==> config.mk <==
export PLATFORM = sky130hd
export DESIGN_NAME = layer1_result_ctrl
export DESIGN_NICKNAME = d
export VERILOG_FILES = /design/src/rtl/layer1_result_ctrl_pkg.sv /design/src/rtl/layer1_result_ctrl_raster_cnt.sv /design/src/rtl/layer1_result_ctrl.sv
export SDC_FILE = /design/constraint.sdc
export NUM_CORES = 1
export LEC_CHECK = 0
export BUFFER_PORTS_ARGS = -buffer_cell sky130_fd_sc_hd__buf_2
export CAP_MARGIN = 0
export CORE_AREA = 2 2 141 143
export CTS_CLUSTER_DIAMETER = 60
export DETAILED_ROUTE_END_ITERATION = 10
export DIE_AREA = 0 0 143 145
export PLACE_DENSITY = 0.57
export SLEW_MARGIN = 10
export SYNTH_ARGS = -nofsm -noshare
export SYNTH_HDL_FRONTEND = slang
export SYNTH_SLANG_ARGS = --single-unit
==> constraint.sdc <==
create_clock -name clk -period 3.5 [get_ports clk]
set_input_delay 0.525 -clock clk [delete_from_list [all_inputs] [get_ports clk]]
set_output_delay 0.525 -clock clk [all_outputs]
set_load 0.05 [all_outputs]
==> src/rtl/layer1_result_ctrl_pkg.sv <==
// Shared types and constants for the layer-1 result buffer controller.
package layer1_result_ctrl_pkg;

    typedef enum logic [1:0] {
        IDLE = 2'd0,
        FILL = 2'd1,
        DONE = 2'd2
    } l1res_state_t;

    localparam int LAYER2_WIDTH         = 30;
    localparam int LAYER1_OUTPUT_LENGTH = 128;

    // row*30 + col without a multiplier; valid for in-range coordinates only
    function automatic logic [10:0] l1res_lin_idx(input logic [15:0] row, input logic [15:0] col);
        logic [15:0] row_x30;
        row_x30 = (row << 5) - (row << 1);
        return {1'b0, row_x30[9:0]} + col[10:0];
    endfunction

endpackage

==> src/rtl/layer1_result_ctrl_raster_cnt.sv <==
// Raster-order write position: column/row coordinates plus linear entry count.
module l1res_raster_cnt #(
    parameter int WIDTH = 30
) (
    input  logic        clk,
    input  logic        rst,
    input  logic        clr,
    input  logic        inc,
    output logic [15:0] row,
    output logic [15:0] col,
    output logic [10:0] cnt
);

    logic [15:0] row_q, row_d;
    logic [15:0] col_q, col_d;
    logic [10:0] cnt_q, cnt_d;

    always_comb begin
        row_d = row_q;
        col_d = col_q;
        cnt_d = cnt_q;
        if (clr) begin
            row_d = '0;
            col_d = '0;
            cnt_d = '0;
        end else if (inc) begin
            cnt_d = cnt_q + 11'd1;
            if (col_q == 16'(WIDTH - 1)) begin
                col_d = '0;
                row_d = row_q + 16'd1;
            end else begin
                col_d = col_q + 16'd1;
            end
        end
    end

    always_ff @(posedge clk or posedge rst) begin
        if (rst) begin
            row_q <= '0;
            col_q <= '0;
            cnt_q <= '0;
        end else begin
            row_q <= row_d;
            col_q <= col_d;
            cnt_q <= cnt_d;
        end
    end

    assign row = row_q;
    assign col = col_q;
    assign cnt = cnt_q;

endmodule

==> src/rtl/layer1_result_ctrl.sv <==
// Write sequencer and read-after-write guard for the layer-1 result SRAM.
module layer1_result_ctrl
    import layer1_result_ctrl_pkg::*;
#(
    parameter int WIDTH  = LAYER2_WIDTH,
    parameter int DATA_W = LAYER1_OUTPUT_LENGTH
) (
    input  logic              clk,
    input  logic              rst,
    input  logic              start,
    input  logic              in_valid,
    output logic              in_ready,
    input  logic [DATA_W-1:0] in_data,
    output logic              save_enable,
    output logic [15:0]       save_row_addr,
    output logic [15:0]       save_col_addr,
    output logic [DATA_W-1:0] layer1_result_store_data_in,
    input  logic              rd_req,
    input  logic [15:0]       rd_row,
    input  logic [15:0]       rd_col,
    output logic              rd_grant,
    output logic              rd_err,
    output logic              rd_data_valid,
    output logic [15:0]       read_row_addr,
    output logic [15:0]       read_col_addr,
    output logic              layer1_result_read_signal,
    output logic              busy,
    output logic              done
);

    localparam logic [10:0] LAST_IDX = 11'(WIDTH * WIDTH - 1);
    localparam logic [15:0] WIDTH16  = 16'(WIDTH);

    l1res_state_t state_q, state_d;
    logic [15:0]  read_row_q, read_row_d;
    logic [15:0]  read_col_q, read_col_d;
    logic         issue_q, issue_d;
    logic         rsig_q, rsig_d;
    logic         valid_q, valid_d;

    logic         accept;
    logic         in_range;
    logic [10:0]  rd_lin;
    logic [10:0]  wr_cnt;

    l1res_raster_cnt #(.WIDTH(WIDTH)) u_raster_cnt (
        .clk (clk),
        .rst (rst),
        .clr (start),
        .inc (accept),
        .row (save_row_addr),
        .col (save_col_addr),
        .cnt (wr_cnt)
    );

    generate
        if (WIDTH == 30) begin : g_lin_shift
            assign rd_lin = l1res_lin_idx(rd_row, rd_col);
        end else begin : g_lin_mul
            assign rd_lin = 11'(rd_row * WIDTH16 + rd_col);
        end
    endgenerate

    assign in_ready    = (state_q == FILL) && !start;
    assign accept      = in_valid && in_ready;
    assign save_enable = accept;
    assign layer1_result_store_data_in = in_data;

    // An entry is readable once counted in wr_cnt, i.e. the cycle after its write.
    assign in_range = (rd_row < WIDTH16) && (rd_col < WIDTH16);
    assign rd_err   = rd_req && !in_range;
    assign rd_grant = rd_req && in_range &&
                      ((state_q == DONE) || ((state_q == FILL) && (rd_lin < wr_cnt)));

    always_comb begin
        state_d = state_q;
        if (start) begin
            state_d = FILL;
        end else if ((state_q == FILL) && accept && (wr_cnt == LAST_IDX)) begin
            state_d = DONE;
        end
        read_row_d = rd_grant ? rd_row : read_row_q;
        read_col_d = rd_grant ? rd_col : read_col_q;
        issue_d    = rd_grant;
        // Output enable spans the address cycle and the data-valid cycle.
        rsig_d     = rd_grant || issue_q;
        valid_d    = issue_q;
    end

    always_ff @(posedge clk or posedge rst) begin
        if (rst) begin
            state_q    <= IDLE;
            read_row_q <= '0;
            read_col_q <= '0;
            issue_q    <= 1'b0;
            rsig_q     <= 1'b0;
            valid_q    <= 1'b0;
        end else begin
            state_q    <= state_d;
            read_row_q <= read_row_d;
            read_col_q <= read_col_d;
            issue_q    <= issue_d;
            rsig_q     <= rsig_d;
            valid_q    <= valid_d;
        end
    end

    assign read_row_addr             = read_row_q;
    assign read_col_addr             = read_col_q;
    assign layer1_result_read_signal = rsig_q;
    assign rd_data_valid             = valid_q;
    assign busy                      = (state_q == FILL);
    assign done                      = (state_q == DONE);

endmodule

==> metrics.md <==
| Metric | Value |
|---|---|
| Status | finished with violations |
| Failing checks | negative setup slack |
| H-tree Lvls | 3 |
| Die width | 143 µm |
| Mapped Cells | 586 |
| Die area | 20700 µm² |
| Unrepaired setup endpoints after global routing | yes |
| Setup CP Type | input port to output port |
| Count of final max-slew check failures | 0 |
| Cts hold-fix bufs | 0 |
| Crit path capture type | output port |
| Routability cong. | 0.774 |
| Fmax | approximately 250 MHz |
| Final setup margin | -0.472 ns |
| Slew @ Worst Pin | 1.01 ns |
| Area of the multi-input gates | 2530 µm² |
| Num Clock Sinks | 80 |
| CTS tree | done |
| Final hold viol count | 0 |
| Total grt overflow | 0 |
| CP max FO | 5 |
| Synth async-reset ratio | 100% |
| Largest net degree at the start of global routing | 36 |
| Placed cell areas | 5740 µm² |
| Post-synth EDFFs | 0 |
| Synth cell types | 56 |
| Antenna violations before repair | 0 |
| Number of DRC markers in iteration 0 | 191 |
| Num ports | 365 |
| Syn. warnings | 0 |
| Hold WC Path Type | input port to asynchronous set/reset pin |
| Post-synth top area share | 36.4% |
| Avg Cell Area, Syn | 9.38 µm² |
| Port bufs | 108 |
| Final critical-path share of the clock period | 113% |
| Die Y | 145 µm |
| Post-synthesis cell area | ~5500 µm² |
| Tot GR Track Use | between 10% and 20% |
| Worst skew pair latency | 0.34 ns |
| NumNets Final | 807 |
| Routed WL | 12.7 mm |
| Synth cell count leaders | buf_4 (128), dfrtp_1 (80), nor2_1 (52) |
| Top_reg_cell synth | dfrtp_1 |
| Post-route ant nets | 0 |
| Initial core utilization | 28.6% |
| #FFs+latches synth | 80 |
| Max cap viols | 0 |
| Clock Skews | 0.00826 ns |
| Post-DR vias/cell | 4.48 |
| Area leader, netlist | dfrtp_1 |
| Area contributors post-synth | dfrtp_1 (36%), buf_4 (17%), ha_1 (6.4%) |
| Power Dens Cells | between 300 and 400 nW/µm² |
| Row cnt | 51 |
| Total power | 2.42 mW |
| Static leakage | just over 3 nW |
| First-pass GRT wire length | roughly 20 mm |
| Via count | 3952 |
| Fillers | 1963 |
| Core region area | 19200 µm² |
| Share of post-route cells with drive strength above 1 | 36.7% |
| # setup viols final | 34 |
| Number of CTS-inserted buffers | 9 |
| Min Tclk post-route | between 3 and 4 ns |
| Drt wl/cell | 14.4 µm |
| Setup TNS | -12.00 ns |
| First-pass DRT Iterations | 4 |
| Worst vdd ir | around 0.19 mV |
| Startpoint Class | input port |
| Slew Limit Headroom | 32.4% |
| Maximum clock path buffer count | 2 |
| Top-count cell post-synth | buf_4 |
| Dpl hpwl | 9.42 mm |
| R2R setup slack | 1.04 ns |
| CP required | between 2 and 3 ns |
| Root buf cell | clkbuf_16 |
| Fin area | 6280 µm² |
| Clk slew on worst S/H paths | ~0.060 ns |
| Ant diodes | 0 |
| Reg area | 2000 µm² |
| Mapped Nets | 780 |
| Drt drc | 0 |
| Vias in the first global route | 3856 |
| Syn-to-layout area delta | 14.2% |
| Worst path arrival time | 3.45 ns |
| Setup WS pre-CTS | -0.784 ns |
| Post-synthesis sequential area ratio | 36.4% |
layout make-up:
cell class / instances / share of cell area, %
Inverter: 31 / 1.95
Clock inverter: 6 / 1.08
Sequential cell: 80 / 31.9
Tap cell: 265 / 5.28
Multi-Input combinational cell: 337 / 40.3
Timing Repair Buffer: 154 / 15.9
Clock buffer: 10 / 3.65
worst max-delay path: stages:
cell and delay, ns:
buf_8 0.11, ha_4 0.25, a31o_4 0.22, a311o_1 0.31, a21oi_2 0.18, xnor2_2 0.13
ha_2 0.19, nand2b_4 0.13, nor3_2 0.04, a311oi_2 0.25, o211ai_1 0.14, ha_1 0.31
o211ai_1 0.09, a31o_2 0.19, nand3_2 0.08, nor2_4 0.13, buf_8 0.16
per-layer routing:
metal  vias up  global-route usage, %  wire, µm
met4         0                   4.65       310
li1       1914                      -         -
met2       134                   18.3      5820
met3        43                   4.52       984
met5         -                      0         0
met1      1861                   16.0      5590
worst paths after layout:
path | startpoint | endpoint | depth (start not counted)
worst max-delay path | rd_row[0] | rd_grant | 17
worst min-delay path | rst | read_row_addr[11] | 2
worst max register to register | u_raster_cnt.cnt[8] | read_row_addr[13] | 14
worst min register to register | issue_q | rd_data_valid | 0
max in group asynchronous | rst | read_col_addr[6] | 3
min in group clk | issue_q | rd_data_valid | 0
kinds of logic after synthesis:
kind of cell / count (synthesis) / share of synthesized area (%)
AND/OR/NAND/NOR: 199 / 20.1
buffers and inverters: 169 / 20.5
flip-flops: 80 / 36.4
AO/OA/AOI/OAI: 55 / 6.74
XOR/XNOR: 43 / 6.85
adder cells (fa/ha/maj): 29 / 6.74
multiplexers: 11 / 2.71
state kept, by name (all words and copies together), names as in the netlist:
signal and count:
read_row_addr 16, read_col_addr 16, issue_q 1, state_q 2, layer1_result_read_signal 1, rd_data_valid 1
u_raster_cnt.col 16, u_raster_cnt.cnt 11, u_raster_cnt.row 16
what timing repair did:
item / 4_1_cts / 5_1_grt
pin swaps: 17 / 2
resized for setup: 29 / 16
setup endpoints to repair: 34 / 34
setup buffers: 7 / 1
cloned: 3 / 0
power breakdown:
group	switching [mW]	internal, mW
Combinational	0.252	0.261
Clock	0.410	0.558
Sequential	0.00629	0.928
Total	0.669	1.75
through the flow:
stage                     hold slack (ns)  std cells  utilization, %
after floorplan                     0.346        586               -
after global placement              0.381        859            29.9
after CTS                           0.268        885            32.6
final                               0.241        883            32.7
after detailed placement            0.363        859            29.9
after global routing                0.295        883            32.7
layout by cell type (no fill, tap or decap), types with 10 or more instances in the layout:
| master | instances |
|---|---|
| a21oi_1 | 16 |
| nand2_1 | 35 |
| dfrtp_1 | 80 |
| buf_2 | 103 |
| nand3_1 | 17 |
| buf_4 | 38 |
| mux2_4 | 10 |
| xnor2_1 | 32 |
| nor4_1 | 10 |
| ha_1 | 23 |
| xor2_1 | 10 |
| and2_4 | 14 |
| inv_1 | 28 |
| nand4_1 | 14 |
| nor2_1 | 51 |
No activity file was read; power rests on OpenSTA's default activity.
